--- src/rtl/vector_stream_alu_if.sv ---
// Operand/result bundle between the vector register file, the host-command decoder and vector_stream_alu.
// The master modport is the requester side; the slave modport is the ALU side.
interface vector_stream_alu_if #(
  parameter int BITS  = 8,
  parameter int N     = 64,
  parameter int LEN_W = $clog2(N + 1)
);
  logic [N-1:0][BITS-1:0] A;
  logic [N-1:0][BITS-1:0] B;
  logic [LEN_W-1:0]       A_len;
  logic [LEN_W-1:0]       B_len;
  logic [BITS-1:0]        scalar;
  logic [2:0]             op_sel;
  logic                   scalar_sel;
  logic                   start;
  logic                   busy;
  logic                   done;
  logic [N-1:0][BITS-1:0] S;
  logic [LEN_W-1:0]       S_len;

  modport master (
    output A, A_len, B, B_len, scalar, op_sel, scalar_sel, start,
    input  busy, done, S, S_len
  );

  modport slave (
    input  A, A_len, B, B_len, scalar, op_sel, scalar_sel, start,
    output busy, done, S, S_len
  );
endinterface

--- src/rtl/vector_stream_alu.sv ---
// Lane-parallel vector ALU: LANES elements per beat into a length-masked result register file.
// Define VECTOR_STREAM_ALU_SATURATE_EN to clamp add/sub/mult to the signed range instead of wrapping.
//
// state | meaning
// IDLE  | waiting for start; captures op, scalar and length
// CLEAR | zero all of S, load S_len, reset beat counter
// RUN   | one beat per cycle, LANES elements written per beat
// DONE  | one-cycle done pulse, then back to IDLE
module vector_stream_alu #(
  parameter int BITS       = 8,
  parameter int N          = 64,
  parameter int LANES      = 8,
  parameter int MULT_SHIFT = 0,
  parameter int LEN_W      = $clog2(N + 1)
) (
  input logic clk,
  input logic rst,
  vector_stream_alu_if.slave bus
);

  localparam int AW = (N > 1) ? $clog2(N) : 1;
  localparam int LL = $clog2(LANES);
  localparam int NB = N / LANES;
  localparam int BW = (NB > 1) ? $clog2(NB) : 1;

  typedef enum logic [1:0] {S_IDLE, S_CLEAR, S_RUN, S_DONE} state_t;

  state_t                 r_state;
  state_t                 w_next;
  logic [2:0]             r_op;
  logic [BITS-1:0]        r_scalar;
  logic                   r_scalar_sel;
  logic [LEN_W-1:0]       r_len;
  logic [BW-1:0]          r_last_beat;
  logic [BW-1:0]          r_beat;
  logic [N-1:0][BITS-1:0] r_S;
  logic [LEN_W-1:0]       r_S_len;

  logic [LEN_W-1:0]       w_len_raw;
  logic [LEN_W-1:0]       w_len;
  logic [AW-1:0]          w_idx [LANES];
  logic [BITS-1:0]        w_a   [LANES];
  logic [BITS-1:0]        w_b   [LANES];
  logic [BITS-1:0]        w_res [LANES];

  function automatic logic [BITS-1:0] f_alu(input logic [2:0] op,
                                            input logic [BITS-1:0] a,
                                            input logic [BITS-1:0] b);
    logic signed [2*BITS-1:0] prod;
    logic [BITS-1:0]          res;
`ifdef VECTOR_STREAM_ALU_SATURATE_EN
    logic signed [BITS:0]     sum;
    logic signed [BITS:0]     dif;
    logic signed [2*BITS-1:0] prod_sh;
    logic [BITS-1:0]          vmax;
    logic [BITS-1:0]          vmin;
    vmax    = {1'b0, {(BITS-1){1'b1}}};
    vmin    = {1'b1, {(BITS-1){1'b0}}};
    sum     = $signed({a[BITS-1], a}) + $signed({b[BITS-1], b});
    dif     = $signed({a[BITS-1], a}) - $signed({b[BITS-1], b});
`endif
    prod = $signed({{BITS{a[BITS-1]}}, a}) * $signed({{BITS{b[BITS-1]}}, b});
    res  = '0;
    case (op)
`ifdef VECTOR_STREAM_ALU_SATURATE_EN
      // Overflow shows as the extra sign bit disagreeing with the result sign.
      3'b000: res = (sum[BITS] != sum[BITS-1]) ? (sum[BITS] ? vmin : vmax) : sum[BITS-1:0];
      3'b001: res = (dif[BITS] != dif[BITS-1]) ? (dif[BITS] ? vmin : vmax) : dif[BITS-1:0];
      3'b010: begin
        prod_sh = prod >>> MULT_SHIFT;
        if ((&prod_sh[2*BITS-1:BITS-1]) || !(|prod_sh[2*BITS-1:BITS-1]))
          res = prod_sh[BITS-1:0];
        else
          res = prod_sh[2*BITS-1] ? vmin : vmax;
      end
`else
      3'b000: res = a + b;
      3'b001: res = a - b;
      3'b010: res = BITS'(prod >>> MULT_SHIFT);
`endif
      3'b011: begin
        if ($signed(a) > $signed(b))       res = BITS'(1);
        else if ($signed(a) == $signed(b)) res = '0;
        else                               res = '1;
      end
      3'b100: res = a & b;
      3'b101: res = a | b;
      3'b110: res = a ^ b;
      3'b111: res = ~a;
      default: res = '0;
    endcase
    return res;
  endfunction

  always_comb begin
    w_len_raw = bus.scalar_sel ? bus.A_len
                               : ((bus.A_len > bus.B_len) ? bus.A_len : bus.B_len);
    w_len     = (w_len_raw > LEN_W'(N)) ? LEN_W'(N) : w_len_raw;
  end

  always_comb begin
    for (int j = 0; j < LANES; j++) begin
      w_idx[j] = (AW'(r_beat) << LL) + AW'(j);
      w_a[j]   = bus.A[w_idx[j]];
      w_b[j]   = r_scalar_sel ? r_scalar : bus.B[w_idx[j]];
      w_res[j] = (LEN_W'(w_idx[j]) < r_len) ? f_alu(r_op, w_a[j], w_b[j]) : '0;
    end
  end

  always_comb begin
    w_next = r_state;
    case (r_state)
      S_IDLE:  if (bus.start) w_next = S_CLEAR;
      S_CLEAR: w_next = (r_len != '0) ? S_RUN : S_DONE;
      S_RUN:   if (r_beat == r_last_beat) w_next = S_DONE;
      S_DONE:  w_next = S_IDLE;
      default: w_next = S_IDLE;
    endcase
  end

  always_ff @(posedge clk) begin
    if (rst) r_state <= S_IDLE;
    else     r_state <= w_next;
  end

  always_ff @(posedge clk) begin
    if (rst) begin
      r_op         <= '0;
      r_scalar     <= '0;
      r_scalar_sel <= 1'b0;
      r_len        <= '0;
      r_last_beat  <= '0;
      r_beat       <= '0;
      r_S          <= '0;
      r_S_len      <= '0;
    end else begin
      case (r_state)
        S_IDLE: if (bus.start) begin
          r_op         <= bus.op_sel;
          r_scalar     <= bus.scalar;
          r_scalar_sel <= bus.scalar_sel;
          r_len        <= w_len;
          // Last beat index is ceil(L/LANES)-1; unused when L is zero.
          r_last_beat  <= BW'((w_len - LEN_W'(1)) >> LL);
        end
        S_CLEAR: begin
          r_S     <= '0;
          r_S_len <= r_len;
          r_beat  <= '0;
        end
        S_RUN: begin
          for (int j = 0; j < LANES; j++) r_S[w_idx[j]] <= w_res[j];
          r_beat <= r_beat + BW'(1);
        end
        default: ;
      endcase
    end
  end

  assign bus.S     = r_S;
  assign bus.S_len = r_S_len;
  assign bus.busy  = (r_state == S_CLEAR) || (r_state == S_RUN);
  assign bus.done  = (r_state == S_DONE);

endmodule
--- src/flat_wrapper.sv ---
// flat-port wrapper written by rule: the top's interface ports become plain ports
module vector_stream_alu_flat 
#(
  parameter int BITS       = 8,
  parameter int N          = 64,
  parameter int LANES      = 8,
  parameter int MULT_SHIFT = 0,
  parameter int LEN_W      = $clog2(N + 1)
)
  (clk, rst, bus_A, bus_A_len, bus_B, bus_B_len, bus_scalar, bus_op_sel, bus_scalar_sel, bus_start, bus_busy, bus_done, bus_S, bus_S_len);
  vector_stream_alu_if #(.BITS(BITS), .N(N), .LEN_W(LEN_W)) bus_i ();
  input logic clk;
  input logic rst;
  input wire logic [$bits(bus_i.A)-1:0] bus_A;
  input wire logic [$bits(bus_i.A_len)-1:0] bus_A_len;
  input wire logic [$bits(bus_i.B)-1:0] bus_B;
  input wire logic [$bits(bus_i.B_len)-1:0] bus_B_len;
  input wire logic [$bits(bus_i.scalar)-1:0] bus_scalar;
  input wire logic [$bits(bus_i.op_sel)-1:0] bus_op_sel;
  input wire logic [$bits(bus_i.scalar_sel)-1:0] bus_scalar_sel;
  input wire logic [$bits(bus_i.start)-1:0] bus_start;
  output wire logic [$bits(bus_i.busy)-1:0] bus_busy;
  output wire logic [$bits(bus_i.done)-1:0] bus_done;
  output wire logic [$bits(bus_i.S)-1:0] bus_S;
  output wire logic [$bits(bus_i.S_len)-1:0] bus_S_len;
  assign bus_i.A = bus_A;
  assign bus_i.A_len = bus_A_len;
  assign bus_i.B = bus_B;
  assign bus_i.B_len = bus_B_len;
  assign bus_i.scalar = bus_scalar;
  assign bus_i.op_sel = bus_op_sel;
  assign bus_i.scalar_sel = bus_scalar_sel;
  assign bus_i.start = bus_start;
  assign bus_busy = bus_i.busy;
  assign bus_done = bus_i.done;
  assign bus_S = bus_i.S;
  assign bus_S_len = bus_i.S_len;
  vector_stream_alu #(.BITS(BITS), .N(N), .LANES(LANES), .MULT_SHIFT(MULT_SHIFT), .LEN_W(LEN_W)) u_core (.clk(clk), .rst(rst), .bus(bus_i));
endmodule
--- config.mk ---
export PLATFORM = sky130hd
export DESIGN_NAME = vector_stream_alu_flat
export DESIGN_NICKNAME = d
export VERILOG_FILES = /design/src/rtl/vector_stream_alu_if.sv /design/src/rtl/vector_stream_alu.sv /design/src/flat_wrapper.sv
export SDC_FILE = /design/constraint.sdc
export NUM_CORES = 2
export LEC_CHECK = 0
export CAP_MARGIN = 25
export CORE_AREA = 8 8 606 608
export DETAILED_ROUTE_END_ITERATION = 7
export DIE_AREA = 0 0 614 616
export GPL_TIMING_DRIVEN = 0
export PLACE_DENSITY = 0.35
export SYNTH_ARGS = -nofsm -noshare
export SYNTH_HDL_FRONTEND = slang
export SYNTH_SLANG_ARGS = --single-unit
--- constraint.sdc ---
create_clock -name clk -period 9.5 [get_ports clk]
set_input_delay 2.375 -clock clk [delete_from_list [all_inputs] [get_ports clk]]
set_output_delay 2.375 -clock clk [all_outputs]
set_load 0.05 [all_outputs]
## Word level (Yosys, flattened, before mapping)

Cells that the tools add are included.

- Register bits after elaboration: 546
- Input port bits: 1053
- Logic and storage cells: 312

- $add $sub $neg: 25
- Multipliers: 8
- Order comparisons: 34
- Eq/ne operators: 21
- Multiplexer cells: 105
- Bitwise operators: 32
- Reductions and logical operators: 15

Operator list:

| operator | count |
|---|---|
| bitwise mux 512 bit | 8 |
| case mux 512 bit (2 select lines) | 1 |
| binary-select mux 8 bit (select 6 bit) | 14 |
| case mux 8 bit (8 select lines) | 8 |
| 2-to-1 mux 8 bit | 56 |
| demux 8 bit (select 6 bit) | 7 |
| adder 8 bit | 8 |
| AND 8 bit | 8 |
| equality test 8 bit | 8 |
| > comparator 8 bit | 8 |
| multiplier 8 x 8 -> 8 bit | 8 |
| NOT 8 bit | 8 |
| bitwise OR 8 bit | 8 |
| subtractor 8 bit | 8 |
| bitwise XOR 8 bit | 8 |
| < comparator 6 x 7 -> 1 bit | 8 |
| < comparator 6 x 7 -> 1 bit, second input constant | 8 |
| binary-select mux 8 bit (select 3 bit) | 2 |
| >= comparator 6 x 1 -> 1 bit, second input constant | 8 |
| adder 6 x 3 -> 6 bit, second input constant | 4 |
| demux 8 bit (select 3 bit) | 1 |
| 2-to-1 mux 7 bit | 3 |
| adder 6 x 2 -> 6 bit, second input constant | 2 |
| equality test 3 bit, second input constant | 4 |
| other kinds (23) | 34 |

## Longest topological paths before layout

- Word-level depth: 17
- Gate-level depth with buffers: 30

## Worst setup path before layout

No wires, ideal clock.

- Path kind: in2reg
- From: in bus_B[330]
- To: reg u_core.r_S, in the netlist u_core.bus.S[143]
- Setup time: 67 ps
- Arrival: 7436 ps
- Required time: 9433 ps
- Path slack: 1996 ps
- Stages on the path: 24
- Cells stage by stage: mux2_2 a22oi_1 nor2_1 o41ai_2 inv_1 ha_1 fa_1 inv_1 fa_1 inv_1 ha_1 inv_1 fa_1 inv_1 ha_1 a21o_1 a21oi_1 xnor2_1 xnor3_1 xnor3_1 xnor3_1 o211ai_4 nand2_2 a21oi_2

- Cells in the longest elaborated chain, start to end: 16
- Elaborated cells on any way between the ends: 92

RTL lines:

| what | line | text |
|---|---|---|
| from (decl) | flat_wrapper.sv:16 | `input wire logic [$bits(bus_i.B)-1:0] bus_B;` |
| parallel branches: the longest is 14 deep, another holds multiplier 8 x 8 -> 8 bit | - |  |
| bitwise mux 512 bit (*) | vector_stream_alu.sv:152 | `for (int j = 0; j < LANES; j++) r_S[w_idx[j]] <= w_res[j];` |
| case mux 512 bit (2 select lines) (*) | vector_stream_alu.sv:137 | `case (r_state)` |
| to (signal assigned) | vector_stream_alu.sv:134 | `r_S <= '0;` |
| to (signal assigned) | vector_stream_alu.sv:147 | `r_S <= '0;` |
| to (decl) | vector_stream_alu.sv:36 | `logic [N-1:0][BITS-1:0] r_S;` |

Mark *: on every way between the ends. The select of a mux whose other input is x is not followed.
A chain may end at the register's enable or synchronous reset.

## Final worst setup path

- From: reg u_core.r_beat[0]
- To: reg u_core.r_S, in the netlist u_core.bus.S[503]

- Cells in the longest elaborated chain, start to end: 17
- Elaborated cells on any way between the ends: 203

RTL lines:

| what | line | text |
|---|---|---|
| from (decl) | vector_stream_alu.sv:35 | `logic [BW-1:0] r_beat;` |
| from (signal assigned) | vector_stream_alu.sv:153 | `r_beat <= r_beat + BW'(1);` |
| parallel branches: the longest is 15 deep, another holds multiplier 8 x 8 -> 8 bit | - |  |
| bitwise mux 512 bit (*) | vector_stream_alu.sv:152 |  |
| case mux 512 bit (2 select lines) (*) | vector_stream_alu.sv:137 |  |

Marks and branches as above.

==> metrics.csv <==
metric,value,unit
multiplexer area fraction after synthesis,9.60,%
worst hold slack,0.453,ns
cell mode on critical path,inv_1,
post-DP HPWL,449000,um
initial antenna violation count,212,
register area share after synthesis,23.6,%
Final Hold Fails,0,
Yosys cell types,98,
status,completed,
layout cells sized above 1,9.85,%
CTS sink cnt,546,
Final Cell Area,73600,um2
Clk pwr share,14.0,%
CORE AREA,358000,um2
WP data arrival,9.98,ns
mapped cell area,46300,um2
area grow syn2layout,59.0,%
vias in the first global route,55626,
Longest Clk Path Bufs,3,
Detailed Route WL,522000,um
worst min path class,flip-flop to flip-flop,
TritonCTS buffer count,70,
Slowest cell on crit path,mux2i_1,
largest family of logic cells by synthesized area,compound AO/OA/AOI/OAI gates,
largest net degree at the start of global routing,13,
post-synthesis compound-gate area fraction,22.4,%
Internal,8.90,mW
Worst path max stage delay,0.81,ns
adder-cell share of the synthesized area,15.2,%
First-pass DRT Iterations,6,
peak supply drop,0.153,mV
switching portion of total power,53.8,%
Post-Syn Instances,5735,
filler cell count,39800,
nets,9082,
synthesized flop and latch total,546,
All-Layer GR Usage,26.2,%
vias per cell,4.64,
clock period minus worst slack,9.45,ns
CP Data Required Time,10.02,ns
switching power,10.4,mW
Combinational Power Share,73.6,%
Worst Tran Pin Value,1.35,ns
Max Slew Vio Count,0,
xor and xnor area share after synthesis,4.27,%
die area,378000,um2
total number of vias,57936,
Root Buffer Master,clkbuf_16,
CTS Hold Bufs,0,
Starting Density,12.9,%
number of synthesized flops with an enable pin,0,
Avg WL per Cell,41.8,um
CTS tree,done,
Post-CTS Repair Setup Buffers,0,
top_reg_cell synth,dfxtp_1,
CP Capture Type,flip-flop,
Non-Filler Instances,12475,
first-pass GRT wire length,644000,um
final critical-path share of the clock period,99.5,%
syn avg cell area,8.07,um2
crit start category,flip-flop,
ys async rst share,0,%
# Max-Cap Violations,0,
"Reg clk slew, reported paths",0.06,ns
PortBufs,1573,
gpl congestion,0.986,
PD cells,262,nW/um2
Rel. slew slack,9.77,%
Simple-Gate Fraction of Synth Area,16.3,%
skew final,0.0312,ns
Worst Path Max Fanout,10,
Inst Count DP,12233,
# DRC,0,
# IOs,1574,
sequential cell fraction of total power,12.4,%
setup TNS,0,ns
Placed Area,71000,um2
Max H-tree Level,3,
die height,616,um
Skew-Pair Late Insertion Delay,0.68,ns
Synth warnings,0,
unrepaired setup endpoints after global routing,no,
Fmax,0.106,GHz
Routed Antenna Nets,0,
Die Width,614,um
setup violators final,0,
initial detailed-routing violation count,7242,
grt total ovfl,0,
FP Rows,220,
Synthesized Nets,7282,
P_leak,26.7,nW
CP Class,flip-flop to flip-flop,
[placed cells by master, fill, tap and decap left out, drive strengths merged, types with 30 or more instances in the layout]
cell type      netlist  final
xor2                43     43
a31oi              287    287
a221o               30     30
dfxtp              546    546
nor2b               46     46
a221oi              86     86
o21ai              171    171
a22oi              103    103
mux2               165    165
ha                 382    382
nor3                56     56
xnor2              133    133
clkbuf             295    391
buf                155    310
o21a                91     91
nand2              285    285
a21oi              271    271
nor2              1052   1052
inv                432    436
o22ai               79     79
o21bai              35     35
clkdlybuf4s50        0   1573
nand3              193    193
a21o                38     38
o221ai              60     60
a211oi              33     33
mux4                45     45
fa                 112    112
mux2i              156    156
nand4b              41     41
diode                0    122
[cell usage after synthesis, types with 26 or more instances]
master,number,area [um2]
a31oi_1,287,1800
mux4_2,44,991
mux2i_1,156,1560
a22oi_1,101,758
o21a_1,91,683
nand2_1,284,1070
fa_1,112,2240
xnor2_1,132,1160
buf_2,58,290
nand3_1,193,966
a21oi_1,263,1320
o22ai_1,79,494
o21ai_0,103,515
a21o_1,38,285
clkbuf_1,295,1110
nor3_1,55,275
buf_4,32,240
nor2_1,1050,3940
nor2b_1,46,288
buf_6,37,417
xor2_1,43,377
a221o_1,30,300
a211oi_1,32,240
mux2_2,159,1790
o21ai_1,61,305
a221oi_1,82,718
o221ai_1,58,508
nand4b_1,41,359
ha_1,382,4780
dfxtp_1,546,10900
and2_1,26,163
o21bai_1,35,263
inv_1,430,1610
[what timing repair did]
action                                  in CTS  in global routing
hold endpoints to repair                     0                  0
endpoints found under the setup margin       8                 12
gates resized for setup                      2                  3
[cell type report]
cell class / count / area (um2) / share of cell area (%)
Clock inverter: 21 / 295 / 0.401
Timing Repair Buffer: 1728 / 18200 / 24.8
Inverter: 442 / 1660 / 2.26
Sequential cell: 546 / 10900 / 14.9
Buffer: 450 / 2350 / 3.19
Antenna cell: 122 / 305 / 0.415
Clock buffer: 96 / 1940 / 2.64
Multi-Input combinational cell: 4297 / 31900 / 43.4
Tap cell: 4773 / 5970 / 8.12
[routing by layer]
| metal | GRT usage [%] | wire length [um] | vias up |
|---|---|---|---|
| li1 | - | - | 24041 |
| met1 | 34.0 | 223000 | 29866 |
| met2 | 41.0 | 230000 | 3340 |
| met3 | 7.91 | 48500 | 619 |
| met4 | 9.38 | 19900 | 70 |
| met5 | 0 | 609 | - |
[critical path, delay by kind of cell (launching register included)]
| family | cells | cell delay [ns] |
|---|---|---|
| AO/OA/AOI/OAI | 6 | 2.60 |
| XOR/XNOR | 4 | 1.03 |
| adder cells (fa/ha/maj) | 6 | 1.97 |
| buffers and inverters | 12 | 2.20 |
| flip-flops | 1 | 0.41 |
| multiplexers | 1 | 0.81 |
| AND/OR/NAND/NOR | 1 | 0.08 |
[cell families (layout without fill, tap and decap cells)]
logic type	count (synthesis)	count (layout)
simple gates	1765	1765
flops	546	546
buf+inv	892	2737
mux	366	366
compound gates	1477	1477
other cells	0	122
xor+xnor	195	195
fa+ha+maj	494	494
[through the flow]
stage	utilization, %	setup WS, ns	power [mW]
floorplan	-	2.00	9.47
global placement	19.0	-2.73	15.4
detailed placement	19.8	-0.788	16.5
CTS	20.5	0.0271	19.3
global route	20.5	0.00443	20.2
finish	20.6	0.0451	19.3
[power groups by stage]
stage          clock network (mW)  logic, mW  registers, mW
6_report                     2.69       14.2           2.40
5_1_grt                      2.82       14.9           2.40
4_1_cts                      2.75       14.2           2.40
3_5_place_dp                    0       14.1           2.45
3_3_place_gp                    0       13.0           2.44
2_1_floorplan                   0       6.93           2.53
[path summary, 6_finish.rpt]
path | from | to | slack, ns | cells after the start
worst max-delay path | u_core.r_beat[0] | u_core.bus.S[503] | 0.05 | 30
worst min-delay path | u_core.r_scalar[1] | u_core.r_scalar[1] | 0.45 | 2
worst max register to register | u_core.r_beat[0] | u_core.bus.S[503] | 0.05 | 30
worst min register to register | u_core.r_scalar[1] | u_core.r_scalar[1] | 0.45 | 2
[state kept, by name (all words and copies together), names as in the netlist]
register and count:
u_core.bus.S 512, u_core.r_scalar 8, u_core.bus.S_len 7, u_core.r_len 7, u_core.r_beat 3, u_core.r_last_beat 3, u_core.r_op 3, u_core.r_state 2
u_core.r_scalar_sel 1
(Power assumes the default switching activity.)
